## src/rtl/pixel_writer.sv

```systemverilog
// pixel_writer
//   Queues plot requests {x, y, colour} in a small FIFO and drains them to a
//   framebuffer write port, one pixel per cycle whenever the port is free.
//   The word address is y*SCREEN_W + x (modulo 2^17), formed by shift-and-add.
//
// Parameters
//   FIFO_DEPTH  queued plot requests (power of two, 2..16)
//   SCREEN_W    visible width in pixels
//   SCREEN_H    visible height in pixels
//
// Ports
//   clock        sole clock, rising edge
//   reset        synchronous, active-high reset
//   x, y, colour plot request (column, row, RGB colour)
//   vga_enable   request strobe, one pixel per high cycle
//   ready        FIFO can accept a request this cycle
//   mem_busy     framebuffer write port unavailable this cycle
//   mem_addr     framebuffer word address (0 when mem_we is low)
//   mem_data     framebuffer write colour (0 when mem_we is low)
//   mem_we       framebuffer write enable, one cycle per pixel
//   pixel_count  pixels written, saturating at 131071
//   overflow     sticky: a request arrived while ready was low
//   idle         FIFO empty and mem_we low
//
// Build option
//   PIXEL_CLIP_EN  when defined, entries with x >= SCREEN_W or y >= SCREEN_H
//                  are consumed without producing a write.
module pixel_writer #(
  parameter int FIFO_DEPTH = 4,
  parameter int SCREEN_W   = 320,
  parameter int SCREEN_H   = 240
) (
  input  logic        clock,
  input  logic        reset,
  input  logic [8:0]  x,
  input  logic [7:0]  y,
  input  logic [2:0]  colour,
  input  logic        vga_enable,
  output logic        ready,
  input  logic        mem_busy,
  output logic [16:0] mem_addr,
  output logic [2:0]  mem_data,
  output logic        mem_we,
  output logic [16:0] pixel_count,
  output logic        overflow,
  output logic        idle
);

  localparam int PTR_W = $clog2(FIFO_DEPTH);
  localparam int CNT_W = PTR_W + 1;
  localparam logic [16:0] SCREEN_W_VEC = 17'(SCREEN_W);

  // Reject configurations the datapath widths cannot represent.
  if (FIFO_DEPTH < 2 || FIFO_DEPTH > 16 || (FIFO_DEPTH & (FIFO_DEPTH - 1)) != 0 ||
      SCREEN_W < 1 || SCREEN_W > 512 || SCREEN_H < 1 || SCREEN_H > 256) begin : g_bad_params
    $error("pixel_writer: unsupported parameter set");
  end

  // FIFO storage and bookkeeping
  logic [19:0]      fifo_mem [FIFO_DEPTH];
  logic [PTR_W-1:0] wr_ptr_reg, rd_ptr_reg;
  logic [CNT_W-1:0] count_reg;

  // Output stage
  logic        mem_we_reg;
  logic [16:0] mem_addr_reg;
  logic [2:0]  mem_data_reg;
  logic [16:0] pixel_count_reg;
  logic        overflow_reg;

  logic        push, pop;
  logic [19:0] head;
  logic [8:0]  head_x;
  logic [7:0]  head_y;
  logic [2:0]  head_c;
  logic [16:0] head_addr;
  logic        in_range;
  logic        write_next;
  logic [16:0] mem_addr_next;
  logic [2:0]  mem_data_next;

  // ready depends only on occupancy: a full FIFO never accepts, even if a
  // pop happens on the same edge.
  assign ready = (count_reg < CNT_W'(FIFO_DEPTH));
  assign push  = vga_enable & ready;
  assign pop   = (count_reg != '0) & ~mem_busy;

  assign head   = fifo_mem[rd_ptr_reg];
  assign head_x = head[19:11];
  assign head_y = head[10:3];
  assign head_c = head[2:0];

  // y*SCREEN_W as a sum of shifted copies of y, one per set bit of SCREEN_W.
  logic [16:0] row_term [17];
  for (genvar gi = 0; gi < 17; gi++) begin : g_row_term
    assign row_term[gi] = SCREEN_W_VEC[gi] ? (17'(head_y) << gi) : 17'd0;
  end

  always_comb begin
    head_addr = 17'(head_x);
    for (int i = 0; i < 17; i++) begin
      head_addr = head_addr + row_term[i];
    end
  end

`ifdef PIXEL_CLIP_EN
  assign in_range = (32'(head_x) < SCREEN_W) && (32'(head_y) < SCREEN_H);
`else
  assign in_range = 1'b1;
`endif

  // Address and data are forced to zero whenever no write is presented.
  always_comb begin
    write_next    = pop & in_range;
    mem_addr_next = 17'd0;
    mem_data_next = 3'd0;
    if (write_next) begin
      mem_addr_next = head_addr;
      mem_data_next = head_c;
    end
  end

  // Storage has no reset; the pointers and count define validity.
  always_ff @(posedge clock) begin
    if (push && !reset) begin
      fifo_mem[wr_ptr_reg] <= {x, y, colour};
    end
  end

  always_ff @(posedge clock) begin
    if (reset) begin
      wr_ptr_reg      <= '0;
      rd_ptr_reg      <= '0;
      count_reg       <= '0;
      mem_we_reg      <= 1'b0;
      mem_addr_reg    <= 17'd0;
      mem_data_reg    <= 3'd0;
      pixel_count_reg <= 17'd0;
      overflow_reg    <= 1'b0;
    end else begin
      if (push) begin
        wr_ptr_reg <= wr_ptr_reg + 1'b1;
      end
      if (pop) begin
        rd_ptr_reg <= rd_ptr_reg + 1'b1;
      end
      count_reg    <= count_reg + CNT_W'(push) - CNT_W'(pop);
      mem_we_reg   <= write_next;
      mem_addr_reg <= mem_addr_next;
      mem_data_reg <= mem_data_next;
      if (mem_we_reg && pixel_count_reg != 17'h1FFFF) begin
        pixel_count_reg <= pixel_count_reg + 17'd1;
      end
      if (vga_enable && !ready) begin
        overflow_reg <= 1'b1;
      end
    end
  end

  assign mem_we      = mem_we_reg;
  assign mem_addr    = mem_addr_reg;
  assign mem_data    = mem_data_reg;
  assign pixel_count = pixel_count_reg;
  assign overflow    = overflow_reg;
  assign idle        = (count_reg == '0) & ~mem_we_reg;

endmodule

```

## config.mk

```make
export PLATFORM = sky130hd
export DESIGN_NAME = pixel_writer
export DESIGN_NICKNAME = d
export VERILOG_FILES = /design/src/rtl/pixel_writer.sv
export SDC_FILE = /design/constraint.sdc
export NUM_CORES = 1
export LEC_CHECK = 0
export ABC_AREA = 1
export CAP_MARGIN = 10
export CORE_MARGIN = 8
export CORE_UTILIZATION = 40
export CTS_BUF_LIST = sky130_fd_sc_hd__clkbuf_8 sky130_fd_sc_hd__clkbuf_16
export DETAILED_ROUTE_END_ITERATION = 7
export PLACE_DENSITY = 0.71
export SYNTH_ARGS = -nofsm -noshare
export SYNTH_HDL_FRONTEND = slang
export SYNTH_SLANG_ARGS = --single-unit
```

## constraint.sdc

```tcl
create_clock -name clock -period 2.85 [get_ports clock]
set_input_delay 0.57 -clock clock [delete_from_list [all_inputs] [get_ports clock]]
set_output_delay 0.57 -clock clock [all_outputs]
set_load 0.05 [all_outputs]
```

==> After elaboration in Yosys (flattened, before gate mapping) <==
Memory sizes are Yosys's and may differ from the RTL's. A register that Yosys moved wholly into a read port is not among the register bits.
Cells that the tools add are included.
{ "word_totals": {"word_cells": 36, "ram_bits": 80, "memories": 1, "out_inout_bits": 41, "reg_bits": 46} }
{ "classes": {"muxes": 4, "addsub": 7, "bitwise": 6, "reduce_logical": 8, "order_cmp": 1, "eq_ne": 1} }
{ "memory_table": {"columns": ["name", "depth", "word_bits", "rd", "rd_ports_with_merged_regs", "wr", "line", "source"], "rows": [
  ["fifo_mem", 4, 20, 1, 1, 1, "60", "logic [19:0] fifo_mem [FIFO_DEPTH];"]
]} }
{ "op_table": {"columns": ["op", "n"], "rows": [
  ["$add 15x16->17", 1],
  ["$add 17x1->17 const B", 1],
  ["$ne 17x17->1 const B", 1],
  ["$add 9x14->15", 1],
  ["$add 2x1->2 const B", 2],
  ["$mux 2", 2],
  ["$add 3x1->3", 1],
  ["$and 1x1->1", 3],
  ["$logic_and 1x1->1", 3],
  ["$logic_not 3->1", 1],
  ["$lt 3x3->1 const B", 1],
  ["$not 1->1", 3],
  ["$reduce_bool 3->1", 1],
  ["$sub 3x1->3", 1],
  ["$logic_not 1->1", 2],
  ["$mux 1", 2],
  ["$reduce_or 2->1", 1]
]} }

==> Depth between registers and ports, before layout <==
Gate-level depths: netlist of run 1.
{ "depth": {"word_depth": 5, "ltp_mapped": 16} }

==> Worst setup path before layout of run 1 <==
OpenSTA, ideal clock, no wires.
{ "synth_timing": {"kind": "flip-flop to flip-flop", "startpoint": "register (tool-made name)", "endpoint": "register mem_addr_reg[15], in the netlist mem_addr[15]", "stages_incl_launch_ff": 15, "slack_ps": 328, "arrival_ps": 2456, "path_buffers": 2, "path_cell_list": "dfxtp_1 -> buf_6 -> buf_6 -> nand2_1 -> a32oi_2 -> inv_2 -> fa_1 -> fa_1 -> inv_1 -> nand3_1 -> nand3_1 -> nand2_1 -> nand2_1 -> nand2_1 -> a21oi_2"} }
{ "synth_lines": {"columns": ["element", "line", "source"], "rows": [
  ["to (signal assigned)", "149", "mem_addr_reg <= mem_addr_next;"],
  ["to (decl)", "66", "logic [16:0] mem_addr_reg;"]
]} }

==> impl_metrics.env, run 1 <==
export IMPL_report_final_slew_viol_count=0
export IMPL_floorplan_io_pins=65
export IMPL_total_gr_overflow=0
export IMPL_dominantRegCellSynth="edfxtp_1"
export IMPL_synth_cell_type_count=36
export IMPL_synth_top_cells_by_area="edfxtp_1, dfxtp_1, nor2_1"
export IMPL_rsz0062_at_grt="no"
export IMPL_clockRootBuffer="clkbuf_16"
export IMPL_final_period_minus_worst_setup_slack_ns=2.59
export IMPL_critical_path_fanouts_max=15
export IMPL_grt_first_pass_wirelength_microns=18700
export IMPL_number_of_flip_flops_in_the_largest_register=80
export IMPL_floorplan_die_height_microns=133
export IMPL_dp_worst_setup_slack_ns=0.154
export IMPL_yosys_cell_count_top_type="nor2_1"
export IMPL_drt_pre_antenna_iters=4
export IMPL_timing_setup_tns_ns=0
export IMPL_placement_rows=43
export IMPL_power_ir_vdd_worst_v=0.000529
export IMPL_clk_latency_ns=0.41
export IMPL_holdBufCountCts=0
export IMPL_detail_route_drc_violations=0
export IMPL_groute_usage_overall_pct=13.3
export IMPL_timing_critical_path_to_type="flop"
export IMPL_final_net_count=668
export IMPL_status="finished, final reports clean"
export IMPL_fin_total_pwr_mw=6.64
export IMPL_start_util_pct=40.2
export IMPL_wl_per_cell_microns=14.4
export IMPL_gp_congestion=0.817
export IMPL_transition_time_of_the_tightest_slew_check_pin_ns=0.523
export IMPL_max_slew_margin_rel_pct=65.0
export IMPL_sequential_cell_area_sq_um=3370
export IMPL_total_die_area_sq_um=17700
export IMPL_cellPowerDensity_nw_per_um2=947
export IMPL_aggregate_routed_wire_length_microns=11700
export IMPL_cp_required_ns=3.20
export IMPL_report_final_hold_viol_count=0
export IMPL_cp_arrival_ns=2.93
export IMPL_worstHoldPathType="flop to flop"
export IMPL_ant_nets=0
export IMPL_detailedPlacementHpwl_microns=7920
export IMPL_synth_top_cells_by_count="nor2_1, edfxtp_1, nand2_1, inv_1, dfxtp_1"
export IMPL_setup_violators_final=0
export IMPL_tritoncts="done"
export IMPL_drive_above_1_share_pct=12.8
export IMPL_static_leakage_power_nw=2.75
export IMPL_max_freq_mhz=387
export IMPL_area_growth_syn_to_layout_pct=27.6
export IMPL_synth_area_sq_um=5490
export IMPL_synth_warning_count=0
export IMPL_numCtsBuffers=17
export IMPL_final_antenna_diode_count=0
export IMPL_synth_enable_flop_cells=80
export IMPL_cap_viol_max_count=0
export IMPL_die_w_microns=133
export IMPL_fin_skew_ns=0.00975
export IMPL_layout_filler_cells=1204
export IMPL_layout_worst_path_cycle_share_pct=90.7
export IMPL_postSynth_asyncResetShare_pct=0
export IMPL_multiInputGateArea_sq_um=1760
export IMPL_grt_pass1_vias=4002
export IMPL_crit_type="flop to flop"
export IMPL_routed_via_density=4.80
export IMPL_postSynthAreaPerCell_sq_um=10.3
export IMPL_htree_num_levels=4
export IMPL_initialDrtViolationCount=197
export IMPL_synth_seq_cells=128
export IMPL_proportion_of_synthesized_chip_area_in_sequential_cells_pct=61.2
export IMPL_holdWs_ns=0.471
export IMPL_synth_top_cell_by_area="edfxtp_1"
export IMPL_core_area_sq_um=13700
export IMPL_cts_sinks=128
export IMPL_startpoint_type="flop"
export IMPL_clk_transition_reported_paths_ns=0.06
export IMPL_post_synthesis_cells=534
export IMPL_vias=3889
export IMPL_worst_slack_ns=0.265
export IMPL_grt_start_max_net_pins=30
export IMPL_io_buffer_count=64
export IMPL_synth_largest_type_area_fraction_pct=43.7
export IMPL_grt_antenna_before_repair=0
export IMPL_postSynthNetCount=584
export IMPL_ctsLongestPathBuffers=2
cell type report:
cell class                      count  area share (%)
Multi-Input combinational cell    318            25.1
Clock inverter                     15            2.28
Timing Repair inverter              1          0.0714
Tap cell                          180            3.21
Clock buffer                       17            6.07
Sequential cell                   128            48.1
Timing Repair Buffer               79            11.2
Inverter                           73            4.03
cell families after synthesis:
kind of cell    after synthesis  synth area share (%)
simple gates                198                  15.8
xor+xnor                      3                 0.479
buf+inv                      88                  6.95
flops                       128                  61.2
compound gates               91                  9.18
fa+ha+maj                    26                  6.33
report_power, final:
| group | switching (mW) | internal [mW] | leakage (nW) |
|---|---|---|---|
| registers | 0.0907 | 2.16 | 1.12 |
| logic | 1.47 | 0.806 | 1.35 |
| clock network | 0.813 | 1.29 | 0.278 |
| total | 2.37 | 4.26 | 2.75 |
routing by layer:
| layer | up-vias | global-route usage (%) | share of wire [%] |
|---|---|---|---|
| met4 | 0 | 4.80 | 0.93 |
| met5 | - | 0 | 0 |
| met2 | 82 | 23.0 | 50 |
| li1 | 1944 | - | - |
| met1 | 1853 | 14.4 | 44 |
| met3 | 10 | 5.53 | 6.0 |
what timing repair did:
action / in CTS / in global routing
setup buffers: 0 / 1
resized for setup: 0 / 7
setup endpoints to repair: 0 / 3
through the flow:
step	util (%)	instance area, sq um	cells
2_1_floorplan	-	5490	534
3_3_place_gp	46.6	6370	776
3_5_place_dp	46.6	6370	776
4_1_cts	50.9	6960	808
5_1_grt	51.3	7010	811
6_report	51.3	7010	811
placed cells by master (no fill, tap or decap), drive strengths merged, types with 2 or more instances in the layout:
| master | instances |
|---|---|
| buf | 14 |
| clkdlybuf4s50 | 64 |
| fa | 3 |
| nor2 | 92 |
| xor2 | 2 |
| a21oi | 34 |
| clkbuf | 18 |
| clkinvlp | 6 |
| ha | 23 |
| nand4 | 4 |
| o22ai | 7 |
| nand2 | 78 |
| inv | 76 |
| o21ai | 45 |
| dfxtp | 48 |
| nand3 | 21 |
| edfxtp | 80 |
| clkinv | 5 |
| bufinv | 2 |
| a32oi | 2 |
worst paths after layout:
path / start / to / slack (ns) / cells past startpoint
min: overflow$_SDFFE_PP0P_ / overflow$_SDFFE_PP0P_ / 0.47 / 2
min reg2reg: overflow$_SDFFE_PP0P_ / overflow$_SDFFE_PP0P_ / 0.47 / 2
max: flop / mem_addr[15]$_SDFF_PP0_ / 0.26 / 13
max reg2reg: flop / mem_addr[15]$_SDFF_PP0_ / 0.26 / 13
critical path: stages (launching register included):
cell	delay, ns
dfxtp_4	0.40
buf_12	0.15
nand2_1	0.07
a32oi_2	0.24
inv_2	0.07
fa_2	0.50
fa_1	0.43
inv_1	0.09
nand3_1	0.09
nand3_1	0.13
nand2_1	0.11
nand2_1	0.07
nand2_1	0.06
a21oi_2	0.10
Note: power is estimated with default switching activity, not from simulation.
==> inputs of run 2 (changes only) <==
--- a/config.mk
+++ b/config.mk
@@ -7,9 +7,10 @@
 export LEC_CHECK = 0
 export ABC_AREA = 1
 export CAP_MARGIN = 10
-export CORE_MARGIN = 8
+export CORE_MARGIN = 5
 export CORE_UTILIZATION = 40
 export CTS_BUF_LIST = sky130_fd_sc_hd__clkbuf_8 sky130_fd_sc_hd__clkbuf_16
+export CTS_CLUSTER_DIAMETER = 150
 export DETAILED_ROUTE_END_ITERATION = 7
 export PLACE_DENSITY = 0.71
 export SYNTH_ARGS = -nofsm -noshare
==> run 2 against run 1 <==
  * Highest routed layer unchanged
  * Combinational power barely moved
  * Wire length fell by 4.9%
  * Design area rose by 0.25%
  * Sequential cell count did not move
  * Critical path depth did not move
  * Clock skew fell by 0.0017 ns
  * Maximum frequency fell by 3.5%
  * Clock power rose by 2%
  * Worst setup slack got worse by 0.093 ns
  * Sequential power barely moved
  * Sequential share of layout area fell by 0.17 points
  * Critical endpoint unchanged
==> impl_metrics.env, run 2 (same netlist as run 1, synthesis figures left out) <==
export IMPL_status="finished, final reports clean"
export IMPL_fin_skew_ns=0.00808
export IMPL_detailedPlacementHpwl_microns=7600
export IMPL_worstHoldPathType="flop to flop"
export IMPL_transition_time_of_the_tightest_slew_check_pin_ns=0.540
export IMPL_final_net_count=669
export IMPL_gp_congestion=0.852
export IMPL_final_antenna_diode_count=0
export IMPL_clk_latency_ns=0.41
export IMPL_report_final_hold_viol_count=0
export IMPL_max_slew_margin_rel_pct=63.9
export IMPL_placement_rows=42
export IMPL_cp_required_ns=3.19
export IMPL_layout_worst_path_cycle_share_pct=94.0
export IMPL_area_growth_syn_to_layout_pct=28.0
export IMPL_dpl_cell_area_sq_um=6360
export IMPL_layout_filler_cells=1183
export IMPL_ctsLongestPathBuffers=2
export IMPL_aggregate_routed_wire_length_microns=11100
export IMPL_floorplan_die_height_microns=127
export IMPL_power_ir_vdd_worst_v=0.000714
export IMPL_p_int_mw=4.41
export IMPL_initialDrtViolationCount=247
export IMPL_finish_utilization_pct=52.6
export IMPL_core_area_sq_um=13300
export IMPL_static_leakage_power_nw=2.79
export IMPL_holdBufCountCts=0
export IMPL_rsz0062_at_grt="no"
export IMPL_power_switching_share_pct=33.7
export IMPL_clk_transition_reported_paths_ns=0.05
export IMPL_cap_viol_max_count=0
export IMPL_final_common_cell="nor2_1"
export IMPL_floorplan_io_pins=65
export IMPL_timing_setup_tns_ns=0
export IMPL_grt_start_max_net_pins=42
export IMPL_start_util_pct=41.1
export IMPL_crit_type="flop to flop"
export IMPL_ant_nets=0
export IMPL_drive_above_1_share_pct=11.7
export IMPL_final_period_minus_worst_setup_slack_ns=2.68
export IMPL_routed_via_density=4.77
export IMPL_grt_antenna_before_repair=0
export IMPL_report_final_slew_viol_count=0
export IMPL_sequentialPowerShare_pct=33.8
export IMPL_sequential_cell_area_sq_um=3360
export IMPL_drt_pre_antenna_iters=4
export IMPL_fin_total_pwr_mw=6.65
export IMPL_detail_route_drc_violations=0
export IMPL_total_gr_overflow=0
export IMPL_multiInputGateArea_sq_um=1760
export IMPL_startpoint_type="flop"
export IMPL_numCtsBuffers=17
export IMPL_final_cell_area_sq_um=7030
export IMPL_cts_sinks=128
export IMPL_cellPowerDensity_nw_per_um2=946
export IMPL_power_net_switching_mw=2.24
export IMPL_clock_network_fraction_of_design_power_pct=32.3
export IMPL_mostFrequentLayoutCells="nor2_1, edfxtp_1, nand2_1"
export IMPL_groute_usage_overall_pct=14.4
export IMPL_timing_critical_path_to_type="flop"
export IMPL_total_die_area_sq_um=16200
export IMPL_number_of_flip_flops_in_the_largest_register=80
export IMPL_max_freq_mhz=373
export IMPL_die_w_microns=127
export IMPL_wl_per_cell_microns=13.7
export IMPL_grt_first_pass_wirelength_microns=18300
export IMPL_vias=3852
export IMPL_cp_arrival_ns=3.02
export IMPL_comb_power_share_pct=33.9
export IMPL_setup_violators_final=0
export IMPL_htree_num_levels=4
export IMPL_critical_path_fanouts_max=21
export IMPL_io_buffer_count=64
export IMPL_clockRootBuffer="clkbuf_16"
export IMPL_grt_pass1_vias=3939
export IMPL_rrSetupSlack_ns=0.17
export IMPL_tritoncts="done"
## run 2: changes by cell type in the layout (fill, tap and decap cells not counted), moves of 3 or more
| cell | previous run | this run |
|---|---|---|
| clkinv_4 | 3 | 0 |
| clkinvlp_4 | 5 | 1 |
| inv_1 | 66 | 70 |
| inv_6 | 4 | 0 |
## run 2: final cells by class
class	instances	share of cell area [%]
clock buffer	20	6.80
clock inverter	12	1.80
inverter	73	4.02
multi-input combinational	318	25.0
sequential	128	47.9
tap	176	3.13
timing repair buffer	81	11.4
## run 2: worst paths after layout
path | from | end | cells past startpoint
max reg2reg | flop | mem_addr[15]$_SDFF_PP0_ | 13
max | flop | mem_addr[15]$_SDFF_PP0_ | 13
min reg2reg | overflow$_SDFFE_PP0P_ | overflow$_SDFFE_PP0P_ | 2
min | overflow$_SDFFE_PP0P_ | overflow$_SDFFE_PP0P_ | 2
## run 2: metal layers
| metal | up-vias | global-route usage, % | wire length [microns] |
|---|---|---|---|
| met2 | 109 | 25.0 | 5630 |
| met5 | - | 0 | 0 |
| met3 | 12 | 5.84 | 771 |
| met4 | 0 | 5.68 | 152 |
| met1 | 1775 | 15.8 | 4540 |
| li1 | 1956 | - | - |
## run 2: metrics by stage
step	hold WS [ns]	cells	worst slack [ns]
floorplan	0.483	534	0.328
global placement	0.459	771	0.253
detailed placement	0.469	771	0.170
CTS	0.486	803	0.136
global route	0.512	808	0.00213
finish	0.476	808	0.172
## run 2: power by group through the flow
stage | logic, mW | clock network, mW | registers (mW)
after floorplan | 1.37 | 0 | 2.55
after global placement | 2.16 | 0 | 2.27
after detailed placement | 2.21 | 0 | 2.28
after CTS | 2.24 | 2.20 | 2.24
after global routing | 2.54 | 2.28 | 2.27
final | 2.25 | 2.15 | 2.25
## run 2: what timing repair did
| item | 4_1_cts | 5_1_grt |
|---|---|---|
| endpoints found under the setup margin | 0 | 2 |
| gates resized for setup | 0 | 3 |
| buffers inserted | 0 | 4 |
## run 2: worst max-delay path, stage by stage, from the launching register on
cell,delay [ns]
dfxtp_2,0.42
buf_12,0.17
nand2_1,0.07
a32oi_2,0.25
inv_2,0.06
fa_1,0.53
fa_1,0.43
inv_1,0.10
nand3_1,0.10
nand3_1,0.14
nand2_1,0.10
nand2_1,0.07
nand2_1,0.06
a21oi_2,0.10
